File: config.mk
export PLATFORM = sky130hd
export DESIGN_NAME = fetch_sequencer
export DESIGN_NICKNAME = d
export VERILOG_FILES = /design/src/rtl/fetch_sequencer_pkg.sv /design/src/rtl/fetch_sequencer_decoder.sv /design/src/rtl/fetch_sequencer.sv
export SDC_FILE = /design/constraint.sdc
export NUM_CORES = 1
export LEC_CHECK = 0
export BUFFER_PORTS_ARGS = -buffer_cell sky130_fd_sc_hd__buf_2
export CAP_MARGIN = 20
export CELL_PAD_IN_SITES_DETAIL_PLACEMENT = 1
export CELL_PAD_IN_SITES_GLOBAL_PLACEMENT = 2
export CORE_UTILIZATION = 25
export DETAILED_ROUTE_END_ITERATION = 7
export GPL_TIMING_DRIVEN = 0
export PLACE_DENSITY = 0.72
export SETUP_SLACK_MARGIN = 0.15
export SYNTH_ARGS = -nofsm -noshare
export SYNTH_HDL_FRONTEND = slang
export SYNTH_SLANG_ARGS = --single-unit
File: constraint.sdc
create_clock -name CLK -period 2.5 [get_ports CLK]
set_input_delay 0.25 -clock CLK [delete_from_list [all_inputs] [get_ports CLK]]
set_output_delay 0.25 -clock CLK [all_outputs]
set_load 0.05 [all_outputs]
File: src/rtl/fetch_sequencer_pkg.sv
// Shared SAP-2 definitions: sequencer state encoding, halt opcode and the
// instruction length table used by both the fetch and control sequencers.
package fetch_sequencer_pkg;

    typedef enum logic [3:0] {
        IDLE,
        F_ADDR,
        F_INC,
        F_MEM,
        DECODE,
        O1_ADDR,
        O1_INC,
        O1_MEM,
        O2_ADDR,
        O2_INC,
        O2_MEM,
        EXECUTE,
        HALT
    } state_t;

    localparam logic [7:0] HLT_OPCODE = 8'h76;

    // Total instruction length in bytes (opcode plus immediate/address bytes).
    function automatic logic [1:0] opcodeLength(input logic [7:0] op);
        case (op)
            8'h06, 8'h0E, 8'h16, 8'h1E, 8'h26, 8'h2E, 8'h36, 8'h3E,
            8'hC6, 8'hCE, 8'hD6, 8'hDE, 8'hE6, 8'hEE, 8'hF6, 8'hFE,
            8'hD3, 8'hDB:
                return 2'd2;
            8'h01, 8'h11, 8'h21, 8'h31, 8'h22, 8'h2A, 8'h32, 8'h3A,
            8'hC3, 8'hC2, 8'hCA, 8'hD2, 8'hDA, 8'hE2, 8'hEA, 8'hF2,
            8'hFA, 8'hC4, 8'hCC, 8'hD4, 8'hDC, 8'hE4, 8'hEC, 8'hF4,
            8'hFC, 8'hCD:
                return 2'd3;
            default:
                return 2'd1;
        endcase
    endfunction

endpackage

File: src/rtl/fetch_sequencer_decoder.sv
// Combinational opcode length decoder built on the shared SAP-2 length table.
module opcode_length_decoder
    import fetch_sequencer_pkg::*;
(
    input  logic [7:0] opcode,
    output logic [1:0] BYTES
);

    assign BYTES = opcodeLength(opcode);

endmodule

File: src/rtl/fetch_sequencer.sv
// SAP-2 fetch sequencer: fetches opcode and operand bytes, hands off to the
// execute controller, and halts on HLT or on an execute-phase watchdog timeout.
module fetch_sequencer
    import fetch_sequencer_pkg::*;
#(
    parameter logic [7:0] HLT_OP   = HLT_OPCODE,
    parameter int         MAX_EXEC = 16
) (
    input  logic       CLK,
    input  logic       CLR,
    input  logic       RUN,
    input  logic [7:0] opcode,
    input  logic       EXEC_DONE,
    output logic       nEp,
    output logic       nLm,
    output logic       Cp,
    output logic       nCE,
    output logic       nLi,
    output logic [1:0] nLo,
    output logic       EXEC,
    output logic [1:0] BYTES,
    output logic       HALTED,
    output logic       FAULT
);

    state_t     state      = IDLE;
    state_t     stateNext;
    logic [1:0] bytesReg   = 2'd1;
    logic [4:0] execCount  = 5'd0;
    logic       faultReg   = 1'b0;
    logic       nEpReg     = 1'b1;
    logic       nLmReg     = 1'b1;
    logic       cpReg      = 1'b0;
    logic       nCeReg     = 1'b1;
    logic       nLiReg     = 1'b1;
    logic [1:0] nLoReg     = 2'b11;
    logic       execReg    = 1'b0;
    logic       haltedReg  = 1'b0;
    logic [1:0] decodedBytes;
    logic       watchdogExpired;

    opcode_length_decoder lengthDecoder (
        .opcode (opcode),
        .BYTES  (decodedBytes)
    );

    assign watchdogExpired = (MAX_EXEC != 0) && (execCount == 5'(MAX_EXEC - 1));

    always_comb begin
        stateNext = state;
        case (state)
            IDLE:    if (RUN) stateNext = F_ADDR;
            F_ADDR:  stateNext = F_INC;
            F_INC:   stateNext = F_MEM;
            F_MEM:   stateNext = DECODE;
            DECODE: begin
                if (opcode == HLT_OP)           stateNext = HALT;
                else if (decodedBytes == 2'd1)  stateNext = EXECUTE;
                else                            stateNext = O1_ADDR;
            end
            O1_ADDR: stateNext = O1_INC;
            O1_INC:  stateNext = O1_MEM;
            O1_MEM:  stateNext = (bytesReg == 2'd3) ? O2_ADDR : EXECUTE;
            O2_ADDR: stateNext = O2_INC;
            O2_INC:  stateNext = O2_MEM;
            O2_MEM:  stateNext = EXECUTE;
            EXECUTE: begin
                if (EXEC_DONE)            stateNext = F_ADDR;
                else if (watchdogExpired) stateNext = HALT;
            end
            HALT:    stateNext = HALT;
            default: stateNext = IDLE;
        endcase
    end

    // Outputs are registered from the next state so they track the state register exactly.
    always_ff @(posedge CLK) begin
        if (CLR) begin
            state     <= IDLE;
            bytesReg  <= 2'd1;
            execCount <= 5'd0;
            faultReg  <= 1'b0;
            nEpReg    <= 1'b1;
            nLmReg    <= 1'b1;
            cpReg     <= 1'b0;
            nCeReg    <= 1'b1;
            nLiReg    <= 1'b1;
            nLoReg    <= 2'b11;
            execReg   <= 1'b0;
            haltedReg <= 1'b0;
        end else begin
            state <= stateNext;
            if (state == DECODE) bytesReg <= decodedBytes;
            if (stateNext == EXECUTE && state != EXECUTE)
                execCount <= 5'd0;
            else if (state == EXECUTE && execCount != 5'h1F)
                execCount <= execCount + 5'd1;
            if (state == EXECUTE && stateNext == HALT) faultReg <= 1'b1;
            nEpReg    <= !(stateNext inside {F_ADDR, O1_ADDR, O2_ADDR});
            nLmReg    <= !(stateNext inside {F_ADDR, O1_ADDR, O2_ADDR});
            cpReg     <= (stateNext inside {F_INC, O1_INC, O2_INC});
            nCeReg    <= !(stateNext inside {F_MEM, O1_MEM, O2_MEM});
            nLiReg    <= (stateNext != F_MEM);
            nLoReg    <= {stateNext != O2_MEM, stateNext != O1_MEM};
            execReg   <= (stateNext == EXECUTE);
            haltedReg <= (stateNext == HALT);
        end
    end

    assign nEp    = nEpReg;
    assign nLm    = nLmReg;
    assign Cp     = cpReg;
    assign nCE    = nCeReg;
    assign nLi    = nLiReg;
    assign nLo    = nLoReg;
    assign EXEC   = execReg;
    assign BYTES  = bytesReg;
    assign HALTED = haltedReg;
    assign FAULT  = faultReg;

endmodule

### After elaboration in Yosys (flattened, before gate mapping)

Cells that the tools add are included.

* flip-flop bits (word level): 20
* bits in latches: 0
* RAM bits: 0
* bits in read-only memories: 0
* input bits: 12
* output and inout port bits: 12
* word-level logic and storage cells: 108
* memories: 0

* add/sub/neg operators: 1
* multiply operators: 0
* div/mod/pow operators: 0
* magnitude comparators: 0
* equal/unequal tests: 76
* shifts and indexed selects: 0
* mux-type cells: 8
* bitwise gates (word level): 0
* reductions and logical operators: 12

Operator list (count)
* 8-bit equality test (second input constant): 28
* 8-bit by 6-bit equality test with 1-bit output (second input constant): 10
* 4-bit one-hot mux with 13 select lines: 1
* 4-bit equality test (second input constant): 10
* 4-bit by 3-bit equality test with 1-bit output (second input constant): 7
* 26-bit OR reduction: 1
* 8-bit by 5-bit equality test with 1-bit output (second input constant): 3
* 4-bit 2-to-1 mux: 5
* 18-bit OR reduction: 1
* 4-bit by 2-bit equality test with 1-bit output (second input constant): 4
* 3-bit nonzero test: 3
* 4-bit by 1-bit equality test with 1-bit output (second input constant): 2
* 8-bit by 1-bit equality test with 1-bit output (second input constant): 1
* 8-bit by 3-bit equality test with 1-bit output (second input constant): 1
* 8-bit by 4-bit equality test with 1-bit output (second input constant): 1
* 8-bit by 7-bit equality test with 1-bit output (second input constant): 1
* 4-bit != test (second input constant): 2
* 5-bit by 1-bit adder with 5-bit output (second input constant): 1
* 5-bit by 4-bit equality test with 1-bit output (second input constant): 1
* 5-bit != test (second input constant): 1
* 4-bit zero test: 1
* 4-bit by 2-bit != test with 1-bit output (second input constant): 1
* 4-bit by 3-bit != test with 1-bit output (second input constant): 1
* 2-bit one-hot mux with 2 select lines: 1
* other kinds (6): 9

### Depth between registers and ports, before layout

* word-level depth: 10
* depth in mapped cells: 8
* depth with buffers taken out: 8

### Hierarchy

From an unflattened synthesis, not the netlist that was laid out.

* cell total of the unflattened synthesis: 128
* area total of the unflattened synthesis: 1167.4 µm²

Modules (own cells, without submodules)
* fetch_sequencer: instances 1, cells an instance 112, area each 1058.5 µm², seq. area each 400.4 µm²
* opcode_length_decoder: instances 1, cells an instance 16, area each 108.9 µm², seq. area each 0.0 µm²

### Worst setup path after synthesis

No wires, ideal clock.

* path type: register to register
* start: register state[0]
* end: register nLoReg[1] (netlist: nLo[1])
* library setup time: 0.134 ns
* arrival time: 1.845 ns
* required time: 2.366 ns
* slack: 0.521 ns
* cell stages (with the launch flop): 6
* buffers on the path: 1
* period minus slack after synthesis: 1.979 ns
* cell sequence: dfxtp_1 buf_6 or4b_4 a41oi_4 a21oi_1 or4_1

* cells in the longest elaborated chain, start to end: 4
* elaborated cells on any way between the ends: 18
* classes of those cells: eq/ne: 13; mux: 4; reduce/logical: 1

Ends and longest elaborated chain
* from (decl): RTL line fetch_sequencer.sv:26 `state_t state = IDLE;`
* from (signal assigned): RTL line fetch_sequencer.sv:92 `state <= stateNext;`
* 4-bit 2-to-1 mux: RTL line fetch_sequencer.sv:69 `else if (watchdogExpired) stateNext = HALT;`
* 4-bit 2-to-1 mux: RTL line fetch_sequencer.sv:68 `if (EXEC_DONE) stateNext = F_ADDR;`
* 4-bit one-hot mux with 13 select lines (*): RTL line fetch_sequencer.sv:51 `case (state)`
* 4-bit != test (*): RTL line fetch_sequencer.sv:104 `nLoReg <= {stateNext != O2_MEM, stateNext != O1_MEM};`
* to (signal assigned): RTL line fetch_sequencer.sv:104
* to (decl): RTL line fetch_sequencer.sv:36 `logic [1:0] nLoReg = 2'b11;`

Mark *: on every way between the ends. The rest lies on a longest branch, timed or not.
A chain may end at the register's enable or synchronous reset.

### Final worst setup path

* start: register execCount[0]
* end: register execCount[1]

* cells in the longest elaborated chain, start to end: 7
* elaborated cells on any way between the ends: 10
* classes of those cells: add/sub: 1; eq/ne: 3; mux: 3; reduce/logical: 3

Ends and longest elaborated chain
* from (decl): RTL line fetch_sequencer.sv:29 `logic [4:0] execCount = 5'd0;`
* from (signal assigned): RTL line fetch_sequencer.sv:97 `execCount <= execCount + 5'd1;`
* 5-bit by 4-bit equality test with 1-bit output: RTL line fetch_sequencer.sv:47 `assign watchdogExpired = (MAX_EXEC != 0) && (execCount == 5'(MAX_EXEC - 1));`
* 4-bit 2-to-1 mux: RTL line fetch_sequencer.sv:69
* 4-bit 2-to-1 mux: RTL line fetch_sequencer.sv:68
* 4-bit one-hot mux with 13 select lines: RTL line fetch_sequencer.sv:51
* 4-bit equality test: RTL line fetch_sequencer.sv:94 `if (stateNext == EXECUTE && state != EXECUTE)`
* 1-bit logical AND: RTL line fetch_sequencer.sv:94
* 2-bit OR reduction (no line)

Several ways; a longest one is shown, not always the timed one.

==> results.md <==
* Status: finished, final reports clean
* DP HPWL at 2570 microns
* Cell breakdown of the critical path: ha_1, and3_1, ha_1, nor3b_1, o21a_1, nor2_1, a211oi_4, buf_4, a221oi_1
* Data required, critical path at 2.63 ns
* Yosys reg bits at 20
* Number of synthesized flops with an enable pin at 0
* H-tree level count at 1
* Area grow syn2layout at 23.1%
* Async SR Flop Fraction at 0%
* Die Y at 71.1 microns
* TritonCTS Buffers at 3
* Share of cells above drive strength 1 at 27.3%
* R2R setup slack at 0.28 ns
* Hold depth at 2
* Avg Cell Area, Syn at 8.97 sq um
* Setup-failing EPs final at 0
* Via Count at 1122
* Slew HR at 47.6%
* Largest net degree at the start of global routing at 13
* Reg clk slew, reported paths at 0.08 ns
* Worst R2R Start: execCount[0]
* Period utilization at 88.9%
* R2R depth at 9
* Total Routing Usage GR at 14.7%
* Hold EP: EXEC
* First-pass GRT wire length at 5830 microns
* Unrepaired setup endpoints after global routing: no
* Rows at 24
* Nets at 177
* Initial Util at 26.7%
* Post-route cell area at 0.00147 sq mm
* Min-delay worst type: primary input to flip-flop
* Latest clock arrival within the worst-skew pair at 0.26 ns
* I/O pin count at 24
* Skew final at 0.00862 ns
* # Max-Cap Violations at 0
* Drc violations at 0
* Port Buffers at 22
* Cell Area, Synth at 0.00119 sq mm
* Antenna-violating nets left at 0
* Max clock buf depth at 2
* Sequential cell area at 400 sq um
* Max Clk Rate at 0.450 GHz
* Leakage power at 0.568 nW
* Period minus WS final at 2.22 ns
* Root Buffer: clkbuf_8
* RD Place Congestion at 0.794
* VDD IR max at 0.271 mV
* Power Density at 625 mW/mm^2
* Fin. Hold Viols at 0
* Slew of the pin with the lowest slew margin at 0.780 ns
* Worst Setup Start Kind: flip-flop
* Number of global-route vias before repair at 1183
* Ys Warns at 0
* Setup TNS at 0 ns
* Routed wire per std cell at 15.8 microns
* Multi-input logic area at 756 sq um
* Die Area at 0.00506 sq mm
* Synth area leader: dfxtp_1
* Highest cell delay on the worst timing path at 0.35 ns
* Count of cell types in the netlist at 52
* CP Capture Type: flip-flop
* Worst Path Arrival at 2.35 ns
* Max stage delay cell, worst path: dfxtp_1
* Syn Nets at 148
* Drt total wl at 3360 microns
* Die X at 71.1 microns
* Most used cell, CP: ha_1
* Post-synthesis sequential area ratio at 33.5%
* PnR worst setup slack at 0.278 ns
* Worst-path fanout max at 5
* Overflow after GRT at 0
* Class of the most critical setup path: flip-flop to flip-flop
* Core footprint at 0.00447 sq mm
* Drt first pass iters at 6
* Clock sink count at 20
* Filler instances at 536
* # hold bufs at CTS at 0
* Placed Area at 0.00137 sq mm
* Final hold slack at 0.253 ns
* 1st-iter DRT viols at 34
* Pins Over Slew Limit at 0
* Synth area leaders: dfxtp_1, a211oi_1, a21oi_1
* HP Start: CLR
* CTS tree: done
* Vias per std cell at 5.27
* Ant. Diodes at 0
* Critical R2R Capture: execCount[1]
* Initial antenna violation count at 0
* Synth Instances at 133
* Commonest register cell after synthesis: dfxtp_1
* Place WS at 0.182 ns
* Top-area cell type share of the netlist area at 33.5%
[worst max path at each step]
stage                      start           end  slack, ns
CTS                 execCount[0]  execCount[1]       0.19
global route        execCount[1]           nLm       0.16
floorplan               state[0]        nLo[1]       0.52
detailed placement  execCount[0]          EXEC       0.18
finish              execCount[0]  execCount[1]       0.28
global placement        state[1]          EXEC       0.25
[sequential cells by signal, summed over array words and instances (netlist names)]
name       cells
nLm            1
execCount      5
FAULT          1
nCE            1
nLo            2
Cp             1
HALTED         1
state          4
BYTES          2
EXEC           1
nLi            1
[layer usage]
metal  track usage (%)  share of wire [%]  vias to the layer above
met5                 0                  0                        -
met2              23.9                 45                       21
met4              3.56               0.86                        0
met3              2.85                3.7                        4
met1              20.0                 50                      540
li1                  -                  -                      557
[logic make-up (layout without fill, tap and decap cells)]
logic type      count (synthesis)  after routing  synth area share [%]
compound gates                 44             44                  28.9
xor+xnor                        6              6                  4.40
fa+ha+maj                       3              3                  3.14
buf+inv                        10             38                  4.30
flops                          20             20                  33.5
mux                             2              2                  1.89
simple gates                   48             48                  23.8
[synth_stat cells, types with 3 or more instances]
library cell and instances:
a211oi_1 7, a21oi_1 10, clkbuf_1 3, dfxtp_1 20
ha_1 3, inv_1 3, nand2_1 9, nand2b_1 4
nand4_1 3, nor2_1 11, nor3_1 5, o211ai_1 5
o21ai_0 3, xnor2_1 3, xor2_1 3
[where the power goes]
group          switching, mW  internal [mW]
logic                  0.162         0.0906
clock network          0.111          0.214
registers            0.00748          0.334
total                  0.280          0.638
[cell usage in the layout (no fill, tap or decap), types with 2 or more instances in the layout]
cell      instances
xor2_1            3
o211ai_1          5
mux2_2            2
xnor2_1           3
buf_2            23
a211oi_2          2
a21oi_1          10
nor3_1            5
dfxtp_1          20
a21o_1            2
nand2_1           9
a211oi_1          6
clkbuf_8          3
clkbuf_1          3
ha_1              3
nor2_1           11
nand4b_1          2
nand4_1           3
nand2b_1          4
and3_1            2
inv_1             3
o21ai_0           3
buf_4             3
[cell type report]
type	count	share of cell area, %
Inverter	3	0.767
Timing Repair Buffer	24	8.52
Tap cell	52	4.43
Sequential cell	20	27.3
Clock buffer	3	2.81
Clock inverter	1	2.04
Buffer	7	2.73
Multi-Input combinational cell	103	51.4
[timing repair]
| action | in CTS | in global routing |
|---|---|---|
| endpoints found under the setup margin | 1 | 10 |
| gates resized for setup | 0 | 3 |
| pin swaps | 1 | 0 |
| buffers inserted | 2 | 0 |
| hold endpoints to repair | 0 | 0 |
[critical path: cells and delay by family, from the launching register on]
kind | cells | cell delay, ns
and+or+nand+nor | 3 | 0.54
AOI/OAI and AO/OA | 3 | 0.58
adders and majority gates | 2 | 0.43
DFF | 1 | 0.35
buffers and inverters | 1 | 0.19
[through the flow]
step           utilization [%]  instances  total power, mW
6_report                  32.8        213            0.918
5_1_grt                   32.8        213            0.962
4_1_cts                   32.5        213            0.921
3_5_place_dp              30.6        207            0.587
3_3_place_gp              30.6        207            0.581
2_1_floorplan                -        133            0.526
(Power assumes the default switching activity.)
